==> src/rtl/led_bus_arbiter.sv <==
// rtl/led_bus_arbiter.sv - round-robin arbiter sharing the LED peripheral write port
// Serialises single-write requests, range-checks addresses and enforces an idle gap.
module led_bus_arbiter #(
  parameter int NREQ     = 3,
  parameter int AW       = 8,
  parameter int DW       = 8,
  parameter int ADDR_MIN = 1,
  parameter int ADDR_MAX = 3,
  parameter int GAP_CYC  = 2
) (
  input  logic               clk,
  input  logic               rst,
  input  logic [NREQ-1:0]    req,
  input  logic [NREQ*AW-1:0] req_addr,
  input  logic [NREQ*DW-1:0] req_data,
  output logic [NREQ-1:0]    ack,
  output logic [NREQ-1:0]    err,
  output logic               wr_en,
  output logic [AW-1:0]      data_address,
  output logic [DW-1:0]      write_data,
  output logic [1:0]         grant_id,
  output logic               busy
);

  typedef enum logic [1:0] {S_IDLE, S_WRITE, S_GAP} state_t;

  state_t            state_q, state_d;
  logic [1:0]        rr_ptr_q, rr_ptr_d;
  logic [3:0]        gap_cnt_q, gap_cnt_d;
  logic [NREQ-1:0]   ack_q, ack_d;
  logic [NREQ-1:0]   err_q, err_d;
  logic              wr_en_q, wr_en_d;
  logic [AW-1:0]     addr_q, addr_d;
  logic [DW-1:0]     data_q, data_d;
  logic [1:0]        grant_q, grant_d;

  logic              found;
  logic [1:0]        win;
  logic [2:0]        cand;
  logic [AW-1:0]     sel_addr;
  logic              in_range;

  // Rotating search starting at rr_ptr; the first requester found wins.
  always_comb begin
    found = 1'b0;
    win   = 2'd0;
    cand  = 3'd0;
    for (int k = 0; k < NREQ; k++) begin
      cand = {1'b0, rr_ptr_q} + 3'(k);
      if (cand >= 3'(NREQ)) cand = cand - 3'(NREQ);
      if (!found && req[cand[1:0]]) begin
        found = 1'b1;
        win   = cand[1:0];
      end
    end
  end

  assign sel_addr = req_addr[int'(win)*AW +: AW];
  assign in_range = (sel_addr >= AW'(ADDR_MIN)) && (sel_addr <= AW'(ADDR_MAX));

  always_ff @(posedge clk or negedge rst) begin
    if (!rst) begin
      state_q   <= S_IDLE;
      rr_ptr_q  <= 2'd0;
      gap_cnt_q <= 4'd0;
      ack_q     <= '0;
      err_q     <= '0;
      wr_en_q   <= 1'b0;
      addr_q    <= '0;
      data_q    <= '0;
      grant_q   <= 2'd0;
    end else begin
      state_q   <= state_d;
      rr_ptr_q  <= rr_ptr_d;
      gap_cnt_q <= gap_cnt_d;
      ack_q     <= ack_d;
      err_q     <= err_d;
      wr_en_q   <= wr_en_d;
      addr_q    <= addr_d;
      data_q    <= data_d;
      grant_q   <= grant_d;
    end
  end

  always_comb begin
    state_d   = state_q;
    rr_ptr_d  = rr_ptr_q;
    gap_cnt_d = gap_cnt_q;
    case (state_q)
      S_IDLE: begin
        if (found) begin
          state_d  = S_WRITE;
          rr_ptr_d = (win == 2'(NREQ - 1)) ? 2'd0 : win + 2'd1;
        end
      end
      S_WRITE: begin
        state_d   = S_GAP;
        gap_cnt_d = 4'(GAP_CYC - 1);
      end
      S_GAP: begin
        if (gap_cnt_q == 4'd0) state_d = S_IDLE;
        else                   gap_cnt_d = gap_cnt_q - 4'd1;
      end
      default: state_d = S_IDLE;
    endcase
  end

  // Strobes default low so WRITE and GAP clear them; address/data/grant hold.
  always_comb begin
    ack_d   = '0;
    err_d   = '0;
    wr_en_d = 1'b0;
    addr_d  = addr_q;
    data_d  = data_q;
    grant_d = grant_q;
    if (state_q == S_IDLE && found) begin
      ack_d[win] = 1'b1;
      grant_d    = win;
      addr_d     = sel_addr;
      data_d     = req_data[int'(win)*DW +: DW];
      if (in_range) wr_en_d    = 1'b1;
      else          err_d[win] = 1'b1;
    end
  end

  assign ack          = ack_q;
  assign err          = err_q;
  assign wr_en        = wr_en_q;
  assign data_address = addr_q;
  assign write_data   = data_q;
  assign grant_id     = grant_q;
  assign busy         = (state_q != S_IDLE);

endmodule
==> config.mk <==
export PLATFORM = sky130hd
export DESIGN_NAME = led_bus_arbiter
export DESIGN_NICKNAME = d
export VERILOG_FILES = /design/src/rtl/led_bus_arbiter.sv
export SDC_FILE = /design/constraint.sdc
export NUM_CORES = 1
export LEC_CHECK = 0
export BUFFER_PORTS_ARGS = -buffer_cell sky130_fd_sc_hd__buf_2
export CAP_MARGIN = 20
export CORE_MARGIN = 2
export CORE_UTILIZATION = 50
export DETAILED_ROUTE_END_ITERATION = 16
export GPL_TIMING_DRIVEN = 0
export PLACE_DENSITY = 0.93
export SYNTH_ARGS = -nofsm -noshare
export SYNTH_HDL_FRONTEND = slang
export SYNTH_SLANG_ARGS = --single-unit
==> constraint.sdc <==
create_clock -name clk -period 2.8 [get_ports clk]
set_input_delay 0 -clock clk [delete_from_list [all_inputs] [get_ports clk]]
set_output_delay 0 -clock clk [all_outputs]
set_load 0.05 [all_outputs]
# Word-level counts from Yosys, hierarchy flattened
# Index checks and enable logic that the tools add are counted.
# totals
regBits	33
out_inout_bits	26
# classes
n_addsub	7
order_cmp	10
n_eq_ne	6
shifts	2
muxes	28
n_reduce_logical	14
# op_table
op	count
$shiftx 24x6->8	2
$mux 2	9
$lt 2x3->1 const B	4
$mux 1	9
$mux 3	3
$ge 8x1->1 const B	1
$le 8x2->1 const B	1
$pmux 4 s2	1
$bmux 1 s2	3
$ge 3x2->1 const B	2
$ne 2x2->1 const B	3
$pmux 2 s3	1
$reduce_and 2->1	3
$sub 2x2->2 const B	3
$logic_and 1x1->1	5
$eq 2x2->1 const B	2
$logic_not 4->1	1
$mux 4	1
$reduce_bool 2->1	2
$sub 4x1->4 const B	1
$add 2x1->3 const B	1
$add 2x2->3 const B	1
$add 2x1->2 const B	1
$demux 1 s2	1
other kinds (5)	6

# Depth between registers and ports, before layout
# Gate-level depths: netlist (run 1).
# depth
word_depth	17
mapped_depth	10
ltp_nobuf	8

# Worst setup path after synthesis (run 1)
# Ideal clock, no wire load.
# synth_path
path_kind	reg2reg
startpoint	reg rr_ptr_q[0]
endpoint	reg addr_q[5] (netlist: data_address[5])
t_arrival_ps	1965
t_required_ps	2670
path_slack_ps	706
stages_incl_launch_ff	11
synth_period_minus_slack_ps	2094
cell_sequence	dfrtp_1 > inv_1 > ha_1 > buf_6 > and3b_4 > a31oi_1 > o21ai_1 > a21oi_4 > buf_12 > mux2i_1 > o221ai_2
# synth_via
elab_chain_len	12
word_cells_on_any_way	29
classes_between	add/sub: 5; order compare: 3; shift: 1; mux: 15; reduce/logical: 5
# synth_lines
item	line_no	rtl
from (decl)	28	logic [1:0] rr_ptr_q, rr_ptr_d;
from (signal assigned)	74	rr_ptr_q <= rr_ptr_d;
parallel branches: the longest is 12 deep, another holds $add 2x1->3	-	
to (signal assigned)	79	addr_q <= addr_d;
to (decl)	33	logic [AW-1:0] addr_q, addr_d;
# Parallel ways; which one is timed is not known. The select of a mux whose other input is x is not followed.
# A chain may end at the register's enable or synchronous reset.

# Final worst setup path (run 1)
# layout_path
startpoint	reg rr_ptr_q[0]
endpoint	reg data_q[5] (netlist: write_data[5])
# layout_via
elab_chain_len	12
word_cells_on_any_way	29
classes_between	add/sub: 5; order compare: 3; shift: 1; mux: 15; reduce/logical: 5
# layout_lines
item	line_no	rtl
parallel branches: the longest is 12 deep, another holds $add 2x1->3	-	
to (signal assigned)	80	data_q <= data_d;
to (decl)	34	logic [DW-1:0] data_q, data_d;
# Parallel ways; which one is timed is not known. The select of a mux whose other input is x is not followed.

==> impl_metrics.tcl, run 1 <==
set metrics [dict create \
    status "completed" \
    layout.nets 351 \
    tns_ps 0 \
    synth.area.top_cells "dfrtp_1, mux2i_1, o221ai_2, nand2_1, buf_6" \
    worstPathArrival_ps 2630 \
    drv_cap 0 \
    ys_ff_latch 33 \
    dr.first_iter.drc_count 159 \
    synth_flop_cell "dfrtp_1" \
    synth_edf_count 0 \
    syn_nets 264 \
    totalWireLength_um 5800 \
    path_delay_family "compound AO/OA/AOI/OAI gates" \
    fmax_ghz 0.406 \
    maxSlewHeadroom 0.501 \
    cp.required_ps 2960 \
    synthAdderAreaFrac 0.0292 \
    holdWs_ps 3.41 \
    finalCriticalPeriod_ps 2460 \
    wl_per_cell_um 16.9 \
    ys_seq_area_frac 0.386 \
    final_hold_viol_count 0 \
    cts-root-buf "clkbuf_8" \
    worstSetupEndpointType "flip-flop" \
    core_sq_um 4060 \
    cp_slowest_cell "dfrtp_1" \
    overflow 0 \
    leakage_uw 0.00135 \
    initial_utilization 0.528 \
    synth-simple-area-share 0.169 \
    start_kind "flip-flop" \
    synth_top_area_share 0.386 \
    clock_sinks 33 \
    min_path_type "input port to flip-flop" \
    groute.usage.overall 0.243 \
    p_int_uw 1820 \
    synth_xor_area_frac 0 \
    cts.path.max_buffers 2 \
    setup_viol 0 \
    crit-reg2reg-launch "rr_ptr_q[0]" \
    peakVddDrop_mv 0.960 \
    power_frac_clock 0.091 \
    r2r_cells 10 \
    max_stage_delay_ps 410 \
    cts_resized 0 \
    crit_fanout 10 \
    drive_gt1_frac 0.422 \
    fin_crit_sh 0.880 \
    n_antenna_cell 0 \
    design.portCount 79 \
    dp_hpwl_um 4300 \
    syn_area_per_cell_sq_um 10.4 \
    dp.cells 334 \
    worstSetupStartpoint "rr_ptr_q[0]" \
    worst-path-buf-inv 3 \
    pwr_density_cell_nw_per_um2 1450 \
    drt_first_pass_iters 4 \
    grt_max_degree 34 \
    netSwitchingFraction 0.535 \
    grt_pass1_vias 1993 \
    skew_ps 8.03 \
    htreeDepth 2 \
    worstMarginPinSlew_ps 748 \
    die_w_um 69.4 \
    dieArea_sq_um 4820 \
    via_per_inst 5.89 \
    io_buffers 78 \
    p_comb_frac 0.699 \
    final_design_area_no_fill_sq_um 2700 \
    synthToLayoutAreaGrowth_pct 26.1 \
    syn_area_sq_um 2140 \
    synth_compound_area_frac 0.212 \
    die-height_um 69.4 \
    rsz0062_at_grt "false" \
    synthMuxAreaShare 0.131 \
    async_reset_ff_frac 1.00 \
    stdcell_count 344 \
    synth_cell_types 51 \
    critPathKind "flip-flop to flip-flop" \
    antenna_found_initial 0 \
    ys_top_cells_by_count "dfrtp_1, nand2_1, mux2i_1" \
    numCtsBuffers 5 \
    slew_violations 0 \
    r2r_end "write_data[5]" \
    vias 2027 \
    cts_tree "yes" \
    placed_cell_area_sq_um 2590 \
    p_seq_frac 0.210 \
    synth_cells 206 \
    rrSetupSlack_ps 340 \
    design_power_total_uw 3930 \
    clk_latency_ps 290 \
    path_depth 10 \
    ant_nets 0 \
    p_sw_uw 2100 \
    grt_pass1_wl_um 9410 \
    place.gp.congestion 0.857 \
    critical_path.endpoint "write_data[5]" \
    clkTransAtPathRegs_ps 80 \
    ys_warn_count 0 \
    core.rowCount 23 \
    synth_top_family_by_area "compound AO/OA/AOI/OAI gates" \
    path_cells "inv_1, ha_1, buf_2, nor2_1, a31oi_1, o21ai_1, a21oi_4, buf_12, mux2i_1, o221ai_2" \
    drc 0 \
    synth_top_cell_by_area "dfrtp_1" \
]
==> worst min-delay path by stage <==
stage,end,startpoint,depth (start not counted)
final,write_data[1],req_data[17],3
after global routing,write_data[6],req_data[22],3
after CTS,data_address[3],req_addr[11],3
after detailed placement,write_data[5],rst,1
after global placement,write_data[5],rst,1
after floorplan,ack[0],rst,0
==> flip-flops by register name (all words and copies together) (netlist names) <==
signal	count
state_q	2
grant_id	2
ack	3
data_address	8
wr_en	1
gap_cnt_q	4
write_data	8
err	3
rr_ptr_q	2
==> worst reg2reg max path: cells and delay by family (launching register included) <==
family,cells,cell delay (ps)
muxes,1,270
buffers and inverters,3,510
adders and majority gates,1,290
AOI/OAI and AO/OA,4,800
DFF,1,410
and+or+nand+nor,1,70
==> cells by family after synthesis <==
| family | after synthesis |
|---|---|
| AND/OR/NAND/NOR | 72 |
| AO/OA/AOI/OAI | 49 |
| flip-flops | 33 |
| buffers and inverters | 23 |
| multiplexers | 24 |
| adder cells (fa/ha/maj) | 5 |
==> power groups by stage <==
| stage | registers, uW | clock network, uW | logic, uW |
|---|---|---|---|
| after global placement | 816 | 0 | 2630 |
| after floorplan | 1370 | 0 | 1590 |
| after detailed placement | 825 | 0 | 2720 |
| after global routing | 846 | 379 | 2910 |
| final | 825 | 356 | 2740 |
| after CTS | 824 | 357 | 2740 |
==> area by class of cell <==
| cell class | count | area (sq um) |
|---|---|---|
| Fill cell | 300 | 1360 |
| Buffer | 13 | 119 |
| Clock inverter | 3 | 17.5 |
| Tap cell | 50 | 62.6 |
| Sequential cell | 33 | 826 |
| Inverter | 10 | 37.5 |
| Timing Repair Buffer | 80 | 410 |
| Clock buffer | 5 | 68.8 |
| Multi-Input combinational cell | 150 | 1160 |
==> repair_timing <==
action,CTS,global route
hold buffers,2,0
buffers inserted,0,0
endpoints found under the hold margin,34,0
==> through the flow <==
| stage | utilization | setup WS, ps |
|---|---|---|
| finish | 0.665 | 335 |
| global route | 0.665 | 213 |
| CTS | 0.665 | 333 |
| detailed placement | 0.639 | 372 |
| global placement | 0.639 | 505 |
| floorplan | - | 706 |
==> cell usage in the layout (no fill, tap or decap), types with 6 or more instances in the layout <==
cell type	synthesis	layout
dfrtp_1	33	33
buf_2	4	82
nand2_1	33	33
buf_6	6	6
mux2i_1	19	19
nor3_1	6	6
o221ai_2	10	10
nor2_1	12	12
inv_1	9	9
==> layer usage <==
layer | vias to the layer above | global-route usage | share of wire
met1 | 991 | 0.300 | 0.41
met5 | - | 0 | 0
met2 | 90 | 0.428 | 0.52
met4 | 0 | 0.0784 | 0.021
met3 | 15 | 0.0451 | 0.056
li1 | 931 | - | -
Note: power is estimated with default switching activity, not from simulation.
==> run 2: changes to the inputs <==
--- a/config.mk
+++ b/config.mk
@@ -7,10 +7,10 @@
 export LEC_CHECK = 0
 export BUFFER_PORTS_ARGS = -buffer_cell sky130_fd_sc_hd__buf_2
 export CAP_MARGIN = 20
-export CORE_MARGIN = 2
 export CORE_UTILIZATION = 50
 export DETAILED_ROUTE_END_ITERATION = 16
 export GPL_TIMING_DRIVEN = 0
+export HOLD_SLACK_MARGIN = 0.12
 export PLACE_DENSITY = 0.93
 export SYNTH_ARGS = -nofsm -noshare
 export SYNTH_HDL_FRONTEND = slang
==> run 2 against run 1 <==
Die area shrank 5.7%; count of clock-buffer cells in the layout is the same; sequential share of layout area is 5.0 points lower; final cell count rose by 16%; core utilization increased by 13 points; largest power group unchanged; highest routed layer unchanged.
==> impl_metrics.tcl, run 2 (synthesis results as in run 1) <==
set metrics [dict create \
    worstMarginPinSlew_ps 750 \
    path_delay_family "buffers and inverters" \
    p_comb_frac 0.708 \
    status "completed" \
    maxSlewHeadroom 0.500 \
    p_int_uw 1950 \
    max_stage_delay_ps 580 \
    cts.path.max_buffers 2 \
    worstPathArrival_ps 2900 \
    crit-reg2reg-launch "rr_ptr_q[1]" \
    netSwitchingFraction 0.539 \
    crit_fanout 7 \
    htreeDepth 2 \
    worstSetupEndpointType "flip-flop" \
    final_common_cell "buf_2" \
    routed.top_layer "met4" \
    critPathKind "flip-flop to flip-flop" \
    dp_hpwl_um 3990 \
    dieArea_sq_um 4550 \
    final_hold_viol_count 0 \
    peakVddDrop_mv 0.827 \
    initial_utilization 0.528 \
    drt-met1-wl_um 2730 \
    grt_max_degree 34 \
    antenna_found_initial 2 \
    drv_cap 0 \
    tns_ps 0 \
    cp_slowest_cell "dlygate4sd3_1" \
    core_sq_um 4060 \
    wl_met3_um 582 \
    wl_met2_um 4090 \
    pre_cts_ws_ps 375 \
    totalWireLength_um 8120 \
    worstSetupStartpoint "rr_ptr_q[1]" \
    setup_viol 0 \
    layout.nets 402 \
    holdWs_ps 304 \
    n_fill_cell 215 \
    grt_pass1_vias 2258 \
    cts_tree "yes" \
    place.gp.congestion 0.867 \
    pwr_density_cell_nw_per_um2 1310 \
    p_sw_uw 2280 \
    clk_latency_ps 300 \
    fmax_ghz 0.366 \
    path_cells "inv_2, ha_1, buf_6, mux2i_4, mux2i_4, a21oi_4, a21o_1, buf_6, mux2i_1, dlygate4sd3_1, o221ai_2" \
    wl_per_cell_um 20.4 \
    fin_crit_sh 0.975 \
    drive_gt1_frac 0.377 \
    numCtsBuffers 5 \
    slew_violations 0 \
    overflow 0 \
    io_buffers 78 \
    worst-path-buf-inv 4 \
    drt_first_pass_iters 4 \
    grt_pass1_wl_um 11600 \
    rrSetupSlack_ps 70 \
    die_w_um 67.4 \
    power_frac_clock 0.090 \
    cts-root-buf "clkbuf_8" \
    leakage_uw 0.00158 \
    layout_common_cells "buf_2, dlygate4sd3_1, nand2_1, dfrtp_1, mux2i_1" \
    core.rowCount 23 \
    cp.required_ps 2970 \
    ant_nets 0 \
    skew_ps 3.49 \
    clkTransAtPathRegs_ps 80 \
    min_path_type "input port to async pin" \
    drc 0 \
    start_kind "flip-flop" \
    setup_ws_ps 70.6 \
    via_per_inst 6.03 \
    design.portCount 79 \
    rsz0062_at_grt "false" \
    groute.usage.overall 0.366 \
    dr.first_iter.drc_count 210 \
    finalCriticalPeriod_ps 2730 \
    synthToLayoutAreaGrowth_pct 50.6 \
    die-height_um 67.4 \
    clock_sinks 33 \
    p_seq_frac 0.202 \
    vias 2398 \
]
## run 2: cell types whose count changed in the layout (fill, tap and decap cells not counted), sizes merged
cell	delta
dlygate4sd3	+46
buf	+3
diode	+3
clkbuf	+1
dlymetal6s4s	+1
## run 2: cell type report
type | instances | area, sq um | area share
well taps | 50 | 62.6 | 0.0194
clock inverters | 3 | 17.5 | 0.00543
plain buffers | 13 | 121 | 0.0376
inverters | 10 | 37.5 | 0.0116
flip-flops and latches | 33 | 826 | 0.256
repair buffers | 131 | 913 | 0.283
diodes | 3 | 7.51 | 0.00233
clock buffers | 5 | 68.8 | 0.0213
multi-input cells | 150 | 1170 | 0.363
## run 2: repair_timing
| action | 4_1_cts | 5_1_grt |
|---|---|---|
| setup endpoints to repair | 0 | 5 |
| gates resized for setup | 0 | 5 |
| hold buffers | 49 | 0 |
| setup buffers | 0 | 4 |
| hold endpoints to repair | 51 | 0 |
## run 2: per-layer routing
layer  vias to the layer above  GRT usage
met5                         -          0
met4                         0      0.309
met3                        66      0.108
met2                       166      0.604
met1                      1133      0.379
li1                       1033          -
## run 2: worst paths after layout
| kind | endpoint | cells after the start |
|---|---|---|
| max in group asynchronous | data_address[0] | 2 |
| setup reg to reg | data_address[0] | 11 |
| hold reg to reg | grant_id[0] | 2 |
| setup / recovery | data_address[0] | 11 |
| min in group clk | err[1] | 5 |
| hold / removal | err[1] | 2 |
## run 2: power groups by stage
stage	logic, uW	clock network (uW)	registers, uW
2_1_floorplan	1590	0	1370
3_3_place_gp	2630	0	816
5_1_grt	3160	403	871
4_1_cts	2790	359	819
6_report	2990	379	855
3_5_place_dp	2700	0	821
## run 2: metrics by stage
step | util | instance area [sq um] | cells | power (uW)
6_report | 0.795 | 3220 | 398 | 4230
3_3_place_gp | 0.639 | 2590 | 334 | 3440
3_5_place_dp | 0.639 | 2590 | 334 | 3530
2_1_floorplan | - | 2140 | 206 | 2960
5_1_grt | 0.794 | 3220 | 397 | 4430
4_1_cts | 0.781 | 3170 | 391 | 3960
